### config.mk
export PLATFORM = sky130hd
export DESIGN_NAME = spi_flash_responder
export DESIGN_NICKNAME = d
export VERILOG_FILES = /design/src/rtl/spi_flash_responder.sv
export SDC_FILE = /design/constraint.sdc
export NUM_CORES = 1
export LEC_CHECK = 0
export ABC_AREA = 1
export BUFFER_PORTS_ARGS = -buffer_cell sky130_fd_sc_hd__buf_4
export CAP_MARGIN = 20
export CORE_MARGIN = 5
export CORE_UTILIZATION = 54
export CTS_CLUSTER_SIZE = 28
export DETAILED_ROUTE_END_ITERATION = 10
export PLACE_DENSITY_LB_ADDON = 0.3
export SKIP_CTS_REPAIR_TIMING = 1
export SLEW_MARGIN = 20
export SYNTH_ARGS = -nofsm -noshare
export SYNTH_HDL_FRONTEND = slang
export SYNTH_SLANG_ARGS = --single-unit
### constraint.sdc
create_clock -name clk -period 4.75 [get_ports clk]
set_clock_uncertainty 0.1 [all_clocks]
set_input_delay 0.2375 -clock clk [delete_from_list [all_inputs] [get_ports clk]]
set_output_delay 0.2375 -clock clk [all_outputs]
set_load 0.03 [all_outputs]
### src/rtl/spi_flash_responder.sv
// spi_flash_responder
//   SPI mode-0 target that emulates a serial-flash READ (opcode + address, then
//   data out). SCLK/CS/MOSI are oversampled on clk, the command is decoded, and
//   bytes are fetched through a req/ack memory port and shifted out MSB first.
// Ports:
//   clk, reset        system clock (>= 8x data_clk), async active-low reset
//   data_clk          SPI SCLK (idle low)
//   chip_select       SPI CS, active low
//   in_bit / out_bit  MOSI / MISO; out_bit_oe high while selected
//   mem_addr          byte address being fetched
//   mem_rd_req        fetch request, held until mem_rd_ack
//   mem_rd_ack        1-cycle ack, mem_rd_data valid in the same cycle
//   mem_rd_data       fetched byte
//   busy              high from CS fall until return to IDLE
//   cmd_error         1-cycle pulse on an unsupported opcode
//   underrun          1-cycle pulse when a byte starts before its fetch landed
module spi_flash_responder #(
  parameter int unsigned SYNC_STAGES = 2,
  parameter int unsigned ADDR_BITS   = 24,
  parameter logic [7:0]  READ_OPCODE = 8'h03
) (
  input  logic                 clk,
  input  logic                 reset,
  input  logic                 data_clk,
  input  logic                 chip_select,
  input  logic                 in_bit,
  output logic                 out_bit,
  output logic                 out_bit_oe,
  output logic [ADDR_BITS-1:0] mem_addr,
  output logic                 mem_rd_req,
  input  logic                 mem_rd_ack,
  input  logic [7:0]           mem_rd_data,
  output logic                 busy,
  output logic                 cmd_error,
  output logic                 underrun
);

  typedef enum logic [2:0] {IDLE, CMD, ADDR, DATA, IGNORE} state_t;

  localparam int unsigned CW = $clog2(ADDR_BITS);

  state_t state_q, state_d;

  logic [SYNC_STAGES-1:0] sclk_sync, cs_sync, mosi_sync;
  logic                   sclk_s, cs_s, mosi_s;
  logic                   sclk_d, cs_d;
  logic                   cs_fall, cs_rise, sclk_rise, sclk_fall;

  logic [CW-1:0]          bit_cnt;
  logic [ADDR_BITS-2:0]   shift_in;
  logic [7:0]             opcode;
  logic [ADDR_BITS-1:0]   address;
  logic                   last_cmd_bit, last_addr_bit;

  logic [7:0]             prefetch;
  logic                   prefetch_valid;
  logic [6:0]             shift_out;
  logic [2:0]             byte_pos;
  logic                   out_q;
  logic                   ack_taken;

  // CS resynchronizer idles high so a deasserted bus never looks like a CS fall.
  always_ff @(posedge clk or negedge reset) begin
    if (!reset) begin
      sclk_sync <= '0;
      cs_sync   <= '1;
      mosi_sync <= '0;
      sclk_d    <= 1'b0;
      cs_d      <= 1'b1;
    end else begin
      sclk_sync <= {sclk_sync[SYNC_STAGES-2:0], data_clk};
      cs_sync   <= {cs_sync[SYNC_STAGES-2:0], chip_select};
      mosi_sync <= {mosi_sync[SYNC_STAGES-2:0], in_bit};
      sclk_d    <= sclk_s;
      cs_d      <= cs_s;
    end
  end

  assign sclk_s = sclk_sync[SYNC_STAGES-1];
  assign cs_s   = cs_sync[SYNC_STAGES-1];
  assign mosi_s = mosi_sync[SYNC_STAGES-1];

  assign cs_fall   = cs_d & ~cs_s;
  assign cs_rise   = ~cs_d & cs_s;
  // Gating with cs_s drops SCLK edges while deselected, including one that
  // coincides with the CS rise.
  assign sclk_rise = ~sclk_d & sclk_s & ~cs_s;
  assign sclk_fall = sclk_d & ~sclk_s & ~cs_s;

  assign opcode        = {shift_in[6:0], mosi_s};
  assign address       = {shift_in, mosi_s};
  assign last_cmd_bit  = (bit_cnt == CW'(7));
  assign last_addr_bit = (bit_cnt == CW'(ADDR_BITS - 1));
  assign ack_taken     = mem_rd_ack & mem_rd_req;

  always_ff @(posedge clk or negedge reset) begin
    if (!reset) state_q <= IDLE;
    else        state_q <= state_d;
  end

  always_comb begin
    state_d = state_q;
    unique case (state_q)
      IDLE:    if (cs_fall) state_d = CMD;
      CMD:     if (sclk_rise && last_cmd_bit)
                 state_d = (opcode == READ_OPCODE) ? ADDR : IGNORE;
      ADDR:    if (sclk_rise && last_addr_bit) state_d = DATA;
      default: state_d = state_q;
    endcase
    if (state_q != IDLE && cs_rise) state_d = IDLE;
  end

  always_ff @(posedge clk or negedge reset) begin
    if (!reset) begin
      bit_cnt        <= '0;
      shift_in       <= '0;
      mem_addr       <= '0;
      mem_rd_req     <= 1'b0;
      prefetch       <= '0;
      prefetch_valid <= 1'b0;
      shift_out      <= '0;
      byte_pos       <= '0;
      out_q          <= 1'b0;
      cmd_error      <= 1'b0;
      underrun       <= 1'b0;
    end else begin
      cmd_error <= 1'b0;
      underrun  <= 1'b0;
      if (state_q != IDLE && cs_rise) begin
        mem_rd_req     <= 1'b0;
        prefetch_valid <= 1'b0;
        out_q          <= 1'b0;
      end else begin
        unique case (state_q)
          IDLE: if (cs_fall) bit_cnt <= '0;
          CMD: if (sclk_rise) begin
            shift_in <= {shift_in[ADDR_BITS-3:0], mosi_s};
            if (last_cmd_bit) begin
              bit_cnt   <= '0;
              cmd_error <= (opcode != READ_OPCODE);
            end else begin
              bit_cnt <= bit_cnt + CW'(1);
            end
          end
          ADDR: if (sclk_rise) begin
            shift_in <= {shift_in[ADDR_BITS-3:0], mosi_s};
            bit_cnt  <= bit_cnt + CW'(1);
            if (last_addr_bit) begin
              mem_addr       <= address;
              mem_rd_req     <= 1'b1;
              prefetch_valid <= 1'b0;
              byte_pos       <= '0;
              out_q          <= 1'b0;
            end
          end
          DATA: begin
            if (sclk_fall && byte_pos == 3'd0) begin
              byte_pos <= 3'd1;
              if (prefetch_valid) begin
                shift_out      <= prefetch[6:0];
                out_q          <= prefetch[7];
                prefetch_valid <= 1'b0;
                mem_rd_req     <= 1'b1;
              end else if (ack_taken) begin
                // Fetch lands exactly at byte start: use it directly and keep
                // mem_rd_req high, which now asks for the following address.
                shift_out <= mem_rd_data[6:0];
                out_q     <= mem_rd_data[7];
                mem_addr  <= mem_addr + ADDR_BITS'(1);
              end else begin
                // Request stays outstanding; its data serves the next byte.
                shift_out <= '1;
                out_q     <= 1'b1;
                underrun  <= 1'b1;
              end
            end else begin
              if (sclk_fall) begin
                out_q     <= shift_out[6];
                shift_out <= {shift_out[5:0], 1'b0};
                byte_pos  <= byte_pos + 3'd1;
              end
              if (ack_taken) begin
                prefetch       <= mem_rd_data;
                prefetch_valid <= 1'b1;
                mem_rd_req     <= 1'b0;
                mem_addr       <= mem_addr + ADDR_BITS'(1);
              end
            end
          end
          default: ;
        endcase
      end
    end
  end

  assign out_bit    = out_q & (state_q == DATA);
  assign out_bit_oe = (state_q != IDLE);
  assign busy       = (state_q != IDLE);

endmodule
==> summary.txt, run 1 <==
Outcome
  – Result of the run: completed

Synth
  – Top cell types by occurrence after synthesis: nand2_1, dfrtp_1, nand3_1
  – Mapped Nets: 659
  – Largest cells by area after synthesis: dfrtp_1, nand2_1, nand3_1
  – Synth Instances: 641
  – Synthesized cell area: 4710 µm²
  – Synth cell types: 38
  – Async set-or-reset flop fraction in the synthesized netlist: 100.0%
  – Cell with the most instances after synthesis: nand2_1
  – Number of enable flip-flop cells after synthesis: 0
  – Ys Warns: 0
  – Part of the Yosys area used for sequential elements: 45.78%
  – Post-synthesis cell type with the largest combined area: dfrtp_1
  – Synthesized area divided by synthesized cell count: 7.347 µm²
  – Most common flop cell mapped by yosys: dfrtp_1
  – Synthesis-stage register bit count: 86
  – Top cell type's share of synthesized area: 44.10%

Drt
  – Number of remaining DRC errors: 0
  – Drt initial violations: 247
  – Total detailed-routing wirelength: 10690 µm
  – Detail-routed via count per cell: 5.372
  – Mean routed wirelength per cell: 13.44 µm
  – Total iterations of the first detailed-routing run: 5
  – Number of antenna-violating nets in the routed design: 0
  – Via Count: 4271

STA
  – Relative max-transition margin: 45.20%
  – Final setup violation count: 0
  – Setup repair after global routing missed its margin: false
  – Number of pins exceeding their max-slew limit in the final report: 0
  – Slew of the pin with the lowest slew margin: 821.1 ps
  – Minimum clock period after layout: 2502 ps
  – Setup TNS Final: 0 ps
  – Portion of the clock cycle consumed by the worst path in the final layout: 52.67%
  – Worst hold slack: 13.81 ps
  – Achievable Freq: 399.7 MHz
  – Final number of hold-violating endpoints: 0

Die
  – Vertical extent of the die: 103.4 µm
  – I/O pin count: 44
  – Area of the core region: 8593 µm²
  – Floorplan die width: 103.4 µm
  – Die Footprint: 10690 µm²
  – Effective utilization at floorplan: 54.80%
  – Floorplan row count: 34

Critical path
  – Slowest stage cell, crit path: nor2_2
  – CP Max Fanout: 22
  – Reg2reg end: mem_addr[1]
  – Cell occurring most often along the worst timing path: nand2_2
  – Worst R2R Setup Slack: 2250 ps
  – R2R depth: 6
  – Origin of the critical flop-to-flop path: state_q[0]
  – End point of the critical path: mem_addr[1]
  – CP cell instances: nor2_4 -> nand2_2 -> nand2_2 -> o211ai_1 -> nor2_2 -> o21ai_0
  – Data arrival time of the worst path: 2590 ps
  – CP Class: register to register
  – Instance count on the critical path: 6
  – Largest delay contributor family on the critical path: simple AND/OR/NAND/NOR gates
  – Critical path buffer and inverter count: 0
  – Setup crit start kind: register
  – Maximum single-stage delay on the critical path: 670 ps
  – Endpoint kind of the worst setup timing path: register
  – Launching element of the worst setup path: state_q[0]
  – Required @ worst endpoint: 4840 ps

Worst hold path
  – Min-Delay Startpoint: mem_rd_data[2]
  – Classification of the worst-slack hold path: input port to register

Global routing
  – First-pass GRT wire length: 18530 µm
  – Global route overflow: 0
  – Antenna violations before repair: 0
  – Maximum number of pins on one net before global-route repair: 87
  – Vias in the first global route: 4042
  – Total global-route track usage: 21.63%

Pwr
  – Power Dens Cells: 538.8 nW/µm²
  – Peak supply drop: 0.2611 mV
  – Total leakage power: 2.556 nW

Clock tree
  – Clk buf depth: 2
  – Num CTS Buffers: 9
  – Clock-pin transition on the worst setup and hold timing paths: 90 ps
  – Clk Latency, worst-skew pair: 360 ps
  – CTS tree: yes
  – Maximum level of the CTS H-tree: 3
  – Clock tree root driver cell: clkbuf_8
  – Clock sink count: 86

Place
  – Port Buf Inserts: 43
  – GP Congestion: 0.8600
  – Estimated wirelength of the detail-placed design: 7450 µm
  – Total placed instance area: 5059 µm²

Cells and area
  – Layout cells sized above 1: 12.37%
  – Count of antenna diodes in the layout: 0
  – Layout-stage area growth over the synthesis result: 12.91%
  – Area of the multi-input gates: 2188 µm²
  – Final layout net count: 700
  – Sequential cell area: 2156 µm²
  – Share of the core filled with cells: 61.88%
  – Number of fill cells: 774
  – Summed area of non-filler cells in the final layout: 5318 µm²

Job
  – Number of max-cap violations: 0
==> sequential cells by signal (all words and copies together), names as in the netlist <==
signal / count
sclk_sync: 2
shift_out: 7
state_q: 3
bit_cnt: 5
sclk_d: 1
mem_rd_req: 1
mem_addr: 24
cmd_error: 1
out_q: 1
byte_pos: 3
cs_d: 1
underrun: 1
prefetch: 8
shift_in: 23
prefetch_valid: 1
mosi_sync: 2
cs_sync: 2
==> cells by family (layout without fill, tap and decap cells) <==
family,Yosys count,count (layout),synth area share [%]
flops,86,86,45.78
buf+inv,84,130,7.758
simple gates,390,390,35.65
xor+xnor,4,4,0.7440
compound gates,72,72,8.767
mux,1,1,0.2391
fa+ha+maj,4,4,1.063
==> layout by cell type, fill, tap and decap left out, types with 4 or more instances in the layout <==
cell,instances
nor2_2,5
nand3_1,69
nand3b_1,4
a21oi_1,8
inv_1,62
nand4_1,8
o221ai_1,4
dlygate4sd3_1,4
dfrtp_1,83
ha_1,4
o21ai_0,49
nand2_2,7
o22ai_1,4
buf_4,42
nor2_1,65
clkbuf_8,9
nand2_1,224
==> layout make-up <==
cell class                      count  share of cell area (%)
Timing Repair Buffer               47                   6.894
Multi-Input combinational cell    471                   41.15
Clock inverter                      5                   1.576
Inverter                           67                   4.824
Sequential cell                    86                   40.54
Clock buffer                       11                   2.471
Tap cell                          108                   2.541
==> worst min-delay path by stage <==
stage,end,slack [ps],cells past startpoint
after floorplan,bit_cnt[0],-160,0
after CTS,cs_sync[0],-130,1
after global routing,prefetch[4],5,3
after detailed placement,cs_sync[0],250,1
final,prefetch[2],10,3
after global placement,mosi_sync[1],230,0
==> where the power goes <==
part	internal (mW)	total, mW	leakage, nW	switching [mW]
combinational	0.390	1.15	1.36	0.760
clock	0.298	0.564	0.0998	0.266
sequential	0.940	1.15	1.10	0.211
==> worst reg2reg max path, delay by kind of cell, from the launching register on <==
kind | cells | cell delay (ps)
AO/OA/AOI/OAI | 2 | 400
AND/OR/NAND/NOR | 4 | 1360
flip-flops | 1 | 470
==> per-stage QoR <==
step / total power [mW] / std cells / worst slack (ps)
2_1_floorplan: 1.968 / 641 / 2945
3_3_place_gp: 2.264 / 775 / 2409
3_5_place_dp: 2.299 / 775 / 2380
4_1_cts: 2.870 / 791 / 2285
5_1_grt: 3.081 / 795 / 2079
6_report: 2.865 / 795 / 2248
==> layer usage <==
metal	share of wire [%]	up-vias	track usage (%)	routed length (µm)
li1	-	2122	-	-
met1	44	2018	28.89	4750
met2	49	121	36.42	5258
met3	5.3	10	3.353	563
met4	1.1	0	6.474	113
met5	0	-	0	0
Power figures use the tool's default switching activity.
==> inputs of run 2 (changes only) <==
--- a/config.mk
+++ b/config.mk
@@ -5,11 +5,11 @@
 export SDC_FILE = /design/constraint.sdc
 export NUM_CORES = 1
 export LEC_CHECK = 0
-export ABC_AREA = 1
+export ABC_AREA = 0
 export BUFFER_PORTS_ARGS = -buffer_cell sky130_fd_sc_hd__buf_4
 export CAP_MARGIN = 20
 export CORE_MARGIN = 5
-export CORE_UTILIZATION = 54
+export CORE_UTILIZATION = 53
 export CTS_CLUSTER_SIZE = 28
 export DETAILED_ROUTE_END_ITERATION = 10
 export PLACE_DENSITY_LB_ADDON = 0.3
==> constraint.sdc (replaced) <==
create_clock -name clk -period 2.2 [get_ports clk]
set_clock_uncertainty 0.1 [all_clocks]
set_input_delay 0.11 -clock clk [delete_from_list [all_inputs] [get_ports clk]]
set_output_delay 0.11 -clock clk [all_outputs]
set_load 0.03 [all_outputs]
==> summary.txt, run 2 <==
Outcome
  – Result of the run: completed

Synth
  – Synth cell types: 71 (+87%)
  – Fraction of the mapped netlist area in compound gates: 18.80% (+10 points)
  – Async set-or-reset flop fraction in the synthesized netlist: 100.0% (unchanged)
  – Most common flop cell mapped by yosys: dfrtp_1
  – Synthesized cell area: 4427 µm² (-6.0%)
  – Top cell type's share of synthesized area: 46.92% (+2.8 points)
  – Number of enable flip-flop cells after synthesis: 0 (unchanged)
  – Post-synthesis cell type with the largest combined area: dfrtp_1
  – Dominant combinational cell family by area after synthesis: compound AO/OA/AOI/OAI gates
  – Largest cells by area after synthesis: dfrtp_1, mux2_2, a21oi_1
  – Area share of xor/xnor cells in the synthesized design: 0.1979% (-0.55 points)
  – Post-synthesis mux area share: 8.366% (+8.1 points)
  – Mapped Nets: 456 (-31%)
  – Part of the Yosys area used for sequential elements: 48.70% (+2.9 points)
  – Synth Instances: 438 (-32%)
  – Synthesized area divided by synthesized cell count: 10.11 µm² (+38%)
  – Synthesis-stage register bit count: 86 (unchanged)
  – Cell with the most instances after synthesis: dfrtp_1
  – Top cell types by occurrence after synthesis: dfrtp_1, nand2_1, a21oi_1, nor2_1, mux2_2
  – Adder and majority gate portion of the synthesized area: 1.131% (+0.068 points)
  – Synth Area in Simple Gates: 18.12% (-18 points)
  – Ys Warns: 0 (unchanged)

Die
  – I/O pin count: 44 (unchanged)
  – Die Footprint: 10280 µm² (-3.8%)
  – Effective utilization at floorplan: 54.15% (-0.66 points)
  – Area of the core region: 8175 µm² (-4.9%)
  – Vertical extent of the die: 101.4 µm (-1.9%)
  – Floorplan row count: 33 (-2.9%)
  – Floorplan die width: 101.4 µm (-1.9%)

Critical path
  – Endpoint kind of the worst setup timing path: register
  – Setup crit start kind: register
  – Required @ worst endpoint: 2390 ps (-2450 ps)
  – Worst R2R Setup Slack: 140 ps (-2100 ps)
  – R2R depth: 6 (unchanged)
  – Launching element of the worst setup path: bit_cnt[0]
  – Origin of the critical flop-to-flop path: bit_cnt[0]
  – CP Class: register to register
  – End point of the critical path: mem_addr[0]
  – CP Max Fanout: 17 (-23%)
  – Reg2reg end: mem_addr[0]
  – Data arrival time of the worst path: 2240 ps (-350 ps)

STA
  – Minimum clock period after layout: 2057 ps (-445.5 ps)
  – Final number of hold-violating endpoints: 0 (unchanged)
  – Final WS setup: 143.4 ps (-2105 ps)
  – Setup TNS Final: 0 ps (unchanged)
  – Achievable Freq: 486.3 MHz (+22%)
  – Setup repair after global routing missed its margin: false
  – Worst hold slack: 95.52 ps (+81.71 ps)
  – Final setup violation count: 0 (unchanged)
  – Portion of the clock cycle consumed by the worst path in the final layout: 93.48% (+41 points)
  – Relative max-transition margin: 63.45% (+18 points)
  – Slew of the pin with the lowest slew margin: 548.2 ps (-272.8 ps)
  – Number of pins exceeding their max-slew limit in the final report: 0 (unchanged)

Drt
  – Mean routed wirelength per cell: 16.13 µm (+20%)
  – Number of antenna-violating nets in the routed design: 0 (unchanged)
  – Total detailed-routing wirelength: 9679 µm (-9.4%)
  – Via Count: 3538 (-17%)
  – Detail-routed via count per cell: 5.897 (+9.8%)
  – Total iterations of the first detailed-routing run: 5 (unchanged)
  – Number of remaining DRC errors: 0 (unchanged)
  – Drt initial violations: 200 (-19%)

Clock tree
  – Clock sink count: 86 (unchanged)
  – Clock tree root driver cell: clkbuf_8
  – CTS tree: yes
  – Maximum level of the CTS H-tree: 3 (unchanged)
  – Clk buf depth: 2 (unchanged)
  – Num CTS Buffers: 9 (unchanged)
  – Clk Latency, worst-skew pair: 360 ps (about the same)
  – Clock-pin transition on the worst setup and hold timing paths: 90 ps (about the same)

Global routing
  – First-pass GRT wire length: 15640 µm (-16%)
  – Maximum number of pins on one net before global-route repair: 47 (-46%)
  – Total global-route track usage: 19.02% (-2.6 points)
  – Vias in the first global route: 3289 (-19%)
  – Global route overflow: 0 (unchanged)
  – Antenna violations before repair: 0 (unchanged)

Worst hold path
  – Classification of the worst-slack hold path: input port to register

Place
  – Total placed instance area: 4883 µm² (-3.5%)
  – Post-placement cell count: 572 (-26%)
  – Post-place setup slack: 51.90 ps (-2328 ps)
  – GP Congestion: 0.8801 (+2.3%)
  – Port Buf Inserts: 43 (unchanged)
  – Estimated wirelength of the detail-placed design: 6580 µm (-12%)

Pwr
  – Final total power: 3.360 mW (+17%)
  – Power Dens Cells: 642.0 nW/µm² (+19%)
  – Total leakage power: 2.314 nW (-9.5%)
  – Peak supply drop: 0.4453 mV (+71%)

Cells and area
  – Summed area of non-filler cells in the final layout: 5234 µm² (-1.6%)
  – Leading registers by flop count: mem_addr (24), shift_in (23), prefetch (8)
  – Number of fill cells: 686 (-11%)
  – Layout cells sized above 1: 25.86% (+13 points)
  – Flip-flop count of the largest register, all copies and words added: 24 (unchanged)
  – Final layout net count: 508 (-27%)
  – Leading cell types in the layout, fill and taps excluded: dfrtp_1, buf_4, nand2_1
  – Final Instance Count excl. Fillers: 600 (-25%)
  – Layout-stage area growth over the synthesis result: 18.23%
  – Most common cell after layout, fill and taps aside: dfrtp_1
  – Largest reg by FF count: mem_addr
  – Share of the core filled with cells: 64.02% (+2.1 points)
  – Count of antenna diodes in the layout: 0 (unchanged)

Job
  – Number of max-cap violations: 0 (unchanged)
-- run 2: cell types whose count changed in the layout (fill, tap and decap cells not counted), moves of 7 or more --
| cell | before | now |
|---|---|---|
| buf_4 | 42 | 57 |
| dlygate4sd3_1 | 4 | 12 |
| mux2_2 | 1 | 32 |
| a21oi_1 | 8 | 36 |
| inv_1 | 62 | 12 |
| nor2_1 | 65 | 36 |
| nand2_1 | 224 | 38 |
| nand3_1 | 69 | 18 |
| o21ai_0 | 49 | 30 |
| nor3_1 | 0 | 7 |
-- run 2: logic make-up after synthesis --
logic type / Yosys count
buffers and inverters: 43
XOR/XNOR: 1
AND/OR/NAND/NOR: 151
multiplexers: 33
AO/OA/AOI/OAI: 120
flip-flops: 86
adder cells (fa/ha/maj): 4
-- run 2: worst max-delay path: stages, from the launching register on --
cell	delay (ps)
dfrtp_1	380
ha_1	220
and4b_1	250
nand2_1	120
o41a_4	480
or3_1	340
nand3_1	100
-- run 2: area by class of cell --
cell class,count,area (µm²),share of cell area [%]
Clock buffer,9,123.9,2.367
Timing Repair Buffer,72,608.1,11.62
Inverter,12,45.04,0.8606
Multi-Input combinational cell,309,2072,39.59
Clock inverter,7,97.59,1.865
Tap cell,105,131.4,2.510
Sequential cell,86,2156,41.19
-- run 2: worst min-delay path by stage --
stage | startpoint | endpoint | slack [ps] | cells past startpoint
finish | mem_rd_ack | mem_rd_req | 100 | 4
global route | mem_rd_ack | mem_rd_req | 130 | 4
CTS | reset | shift_in[14] | -360 | 1
detailed placement | reset | shift_in[14] | 30 | 1
global placement | reset | shift_in[14] | 30 | 1
floorplan | reset | bit_cnt[0] | -290 | 0
-- run 2: layer usage --
layer  share of wire, %  track usage [%]  routed length, µm  vias up
li1                   -                -                  -     1697
met1                 47            26.66               4525     1752
met2                 48            29.02               4606       73
met3                3.6            3.375                352       16
met4                2.0            8.487                195        0
met5                  0                0                  0        -
-- run 2: power by group --
group / total, mW / internal, mW / switching (mW)
registers: 1.78 / 1.68 / 0.108
clock network: 1.22 / 0.643 / 0.573
logic: 0.360 / 0.188 / 0.172
==> inputs of run 3 (changes only) <==
--- a/config.mk
+++ b/config.mk
@@ -13,6 +13,7 @@
 export CTS_CLUSTER_SIZE = 28
 export DETAILED_ROUTE_END_ITERATION = 10
 export PLACE_DENSITY_LB_ADDON = 0.3
+export SETUP_SLACK_MARGIN = 0.15
 export SKIP_CTS_REPAIR_TIMING = 1
 export SLEW_MARGIN = 20
 export SYNTH_ARGS = -nofsm -noshare
==> summary.txt, run 3 (synthesis results as in run 2) <==
Cells and area
  – Final Instance Count excl. Fillers: 611 (+1.8%)
  – Layout-stage area growth over the synthesis result: 22.39%
  – Leading cell types in the layout, fill and taps excluded: dfrtp_1, buf_4, nand2_1
  – Leading registers by flop count: mem_addr (24), shift_in (23), prefetch (8)
  – Number of fill cells: 653 (-4.8%)
  – Most common cell after layout, fill and taps aside: dfrtp_1
  – Layout cells sized above 1: 31.03% (+5.2 points)
  – Final layout net count: 519 (+2.2%)
  – Share of the core filled with cells: 66.27% (+2.2 points)
  – Flip-flop count of the largest register, all copies and words added: 24 (unchanged)
  – Largest reg by FF count: mem_addr
  – Count of antenna diodes in the layout: 0 (unchanged)
  – Summed area of non-filler cells in the final layout: 5418 µm² (+3.5%)

Clock tree
  – Clk Latency, worst-skew pair: 370 ps (about the same)
  – Clk buf depth: 2 (unchanged)
  – Num CTS Buffers: 9 (unchanged)
  – Maximum level of the CTS H-tree: 3 (unchanged)
  – Clock tree root driver cell: clkbuf_8
  – Clock sink count: 86 (unchanged)
  – CTS tree: yes
  – Clock-pin transition on the worst setup and hold timing paths: 100 ps (about the same)

Critical path
  – Largest delay contributor family on the critical path: compound AO/OA/AOI/OAI gates
  – Endpoint kind of the worst setup timing path: register
  – Critical path buffer and inverter count: 2 (+2)
  – Maximum single-stage delay on the critical path: 570 ps (+90 ps)
  – Slowest stage cell, crit path: o41a_4
  – Setup crit start kind: register
  – Data arrival time of the worst path: 2240 ps (about the same)
  – CP cell instances: ha_4 -> and4b_1 -> nand2_2 -> o41a_4 -> buf_6 -> buf_6 -> o22a_1
  – Required @ worst endpoint: 2350 ps (-40 ps)
  – Cell occurring most often along the worst timing path: buf_6
  – CP Class: register to register
  – CP Max Fanout: 5 (-12)

Drt
  – Total detailed-routing wirelength: 10110 µm (+4.5%)
  – Number of remaining DRC errors: 0 (unchanged)
  – Total iterations of the first detailed-routing run: 4 (-1)
  – Via Count: 3599 (+1.7%)
  – Number of antenna-violating nets in the routed design: 0 (unchanged)
  – Detail-routed via count per cell: 5.890 (-0.11%)
  – Drt initial violations: 182 (-9.0%)
  – Mean routed wirelength per cell: 16.55 µm (+2.6%)

Global routing
  – First-pass GRT wire length: 15640 µm (unchanged)
  – Total global-route track usage: 19.02% (unchanged)
  – Maximum number of pins on one net before global-route repair: 47 (unchanged)
  – Vias in the first global route: 3289 (unchanged)
  – Antenna violations before repair: 0 (unchanged)
  – Global route overflow: 0 (unchanged)

Pwr
  – Total leakage power: 2.385 nW (+3.1%)
  – Peak supply drop: 0.4497 mV (+0.99%)
  – Switching share of power: 25.89% (+0.50 points)
  – Net load switching power: 0.8874 mW (+4.0%)
  – Int Power: 2.540 mW (+1.3%)
  – Sequential fraction of design power: 52.3% (-0.8 points)
  – Power Dens Cells: 632.6 nW/µm² (-1.5%)
  – Combinational cell fraction of total power: 11.9% (+1.2 points)
  – Clock group share of total power: 35.8% (-0.4 points)

Place
  – Estimated wirelength of the detail-placed design: 6580 µm (unchanged)
  – GP Congestion: 0.8801 (unchanged)
  – Port Buf Inserts: 43 (unchanged)
  – Post-placement cell count: 572 (unchanged)
  – Total placed instance area: 4883 µm² (unchanged)

Worst hold path
  – Classification of the worst-slack hold path: input port to register

STA
  – Portion of the clock cycle consumed by the worst path in the final layout: 94.96% (+1.5 points)
  – Setup TNS Final: 0 ps (unchanged)
  – Slew of the pin with the lowest slew margin: 547.9 ps (-0.3392 ps)
  – Final setup violation count: 0 (unchanged)
  – Relative max-transition margin: 63.47% (about the same)
  – Minimum clock period after layout: 2089 ps (+32.51 ps)
  – Final number of hold-violating endpoints: 0 (unchanged)
  – Number of pins exceeding their max-slew limit in the final report: 0 (unchanged)
  – Setup repair after global routing missed its margin: true
  – Achievable Freq: 478.7 MHz (-1.6%)

Die
  – I/O pin count: 44 (unchanged)
  – Vertical extent of the die: 101.4 µm (unchanged)
  – Floorplan die width: 101.4 µm (unchanged)
  – Die Footprint: 10280 µm² (unchanged)
  – Effective utilization at floorplan: 54.15% (unchanged)
  – Area of the core region: 8175 µm² (unchanged)
  – Floorplan row count: 33 (unchanged)

Outcome
  – Result of the run: completed

Job
  – Number of max-cap violations: 0 (unchanged)
## run 3: power groups by stage
stage | registers (mW) | clock network [mW] | logic, mW
after floorplan | 1.77 | 0 | 0.248
after global placement | 1.80 | 0 | 0.330
after detailed placement | 1.81 | 0 | 0.346
after CTS | 1.78 | 1.25 | 0.349
final | 1.79 | 1.23 | 0.406
after global routing | 1.81 | 1.32 | 0.447
## run 3: path summary, 6_finish.rpt
path | slack, ps | to | cells past startpoint | startpoint
max | 110 | mem_addr[23] | 7 | bit_cnt[1]
min | 90 | mem_rd_req | 4 | mem_rd_ack
max reg2reg | 110 | mem_addr[23] | 7 | bit_cnt[1]
min reg2reg | 260 | cs_sync[1] | 0 | cs_sync[0]
max in group asynchronous | 1140 | cs_d | 3 | reset
min in group asynchronous | 160 | shift_in[14] | 2 | reset
## run 3: worst min-delay path: cells and delay by family
kind | cells | cell delay (ps)
compound gates | 3 | 270
buf+inv | 1 | 120
## run 3: layer usage
| layer | GRT usage [%] | part of all wire (%) | up-vias |
|---|---|---|---|
| li1 | - | - | 1726 |
| met1 | 26.66 | 45 | 1782 |
| met2 | 29.02 | 48 | 77 |
| met3 | 3.375 | 4.9 | 14 |
| met4 | 8.487 | 1.8 | 0 |
| met5 | 0 | 0 | - |
## run 3: through the flow
| step | worst slack [ps] | power, mW | hold WS (ps) |
|---|---|---|---|
| 4_1_cts | 29.50 | 3.380 | -362.8 |
| 3_5_place_dp | 51.90 | 2.158 | 31.09 |
| 3_3_place_gp | 133.8 | 2.133 | 31.59 |
| 6_report | 110.9 | 3.427 | 87.51 |
| 5_1_grt | 29.59 | 3.575 | 127.1 |
| 2_1_floorplan | 192.6 | 2.023 | -285.6 |
## run 3: cell type report
type | instances | area (µm²) | share of cell area, %
Clock inverter | 7 | 97.59 | 1.801
Inverter | 12 | 45.04 | 0.8314
Sequential cell | 86 | 2157 | 39.82
Tap cell | 105 | 131.4 | 2.425
Clock buffer | 9 | 123.9 | 2.286
Multi-Input combinational cell | 309 | 2145 | 39.58
Timing Repair Buffer | 83 | 718.2 | 13.26
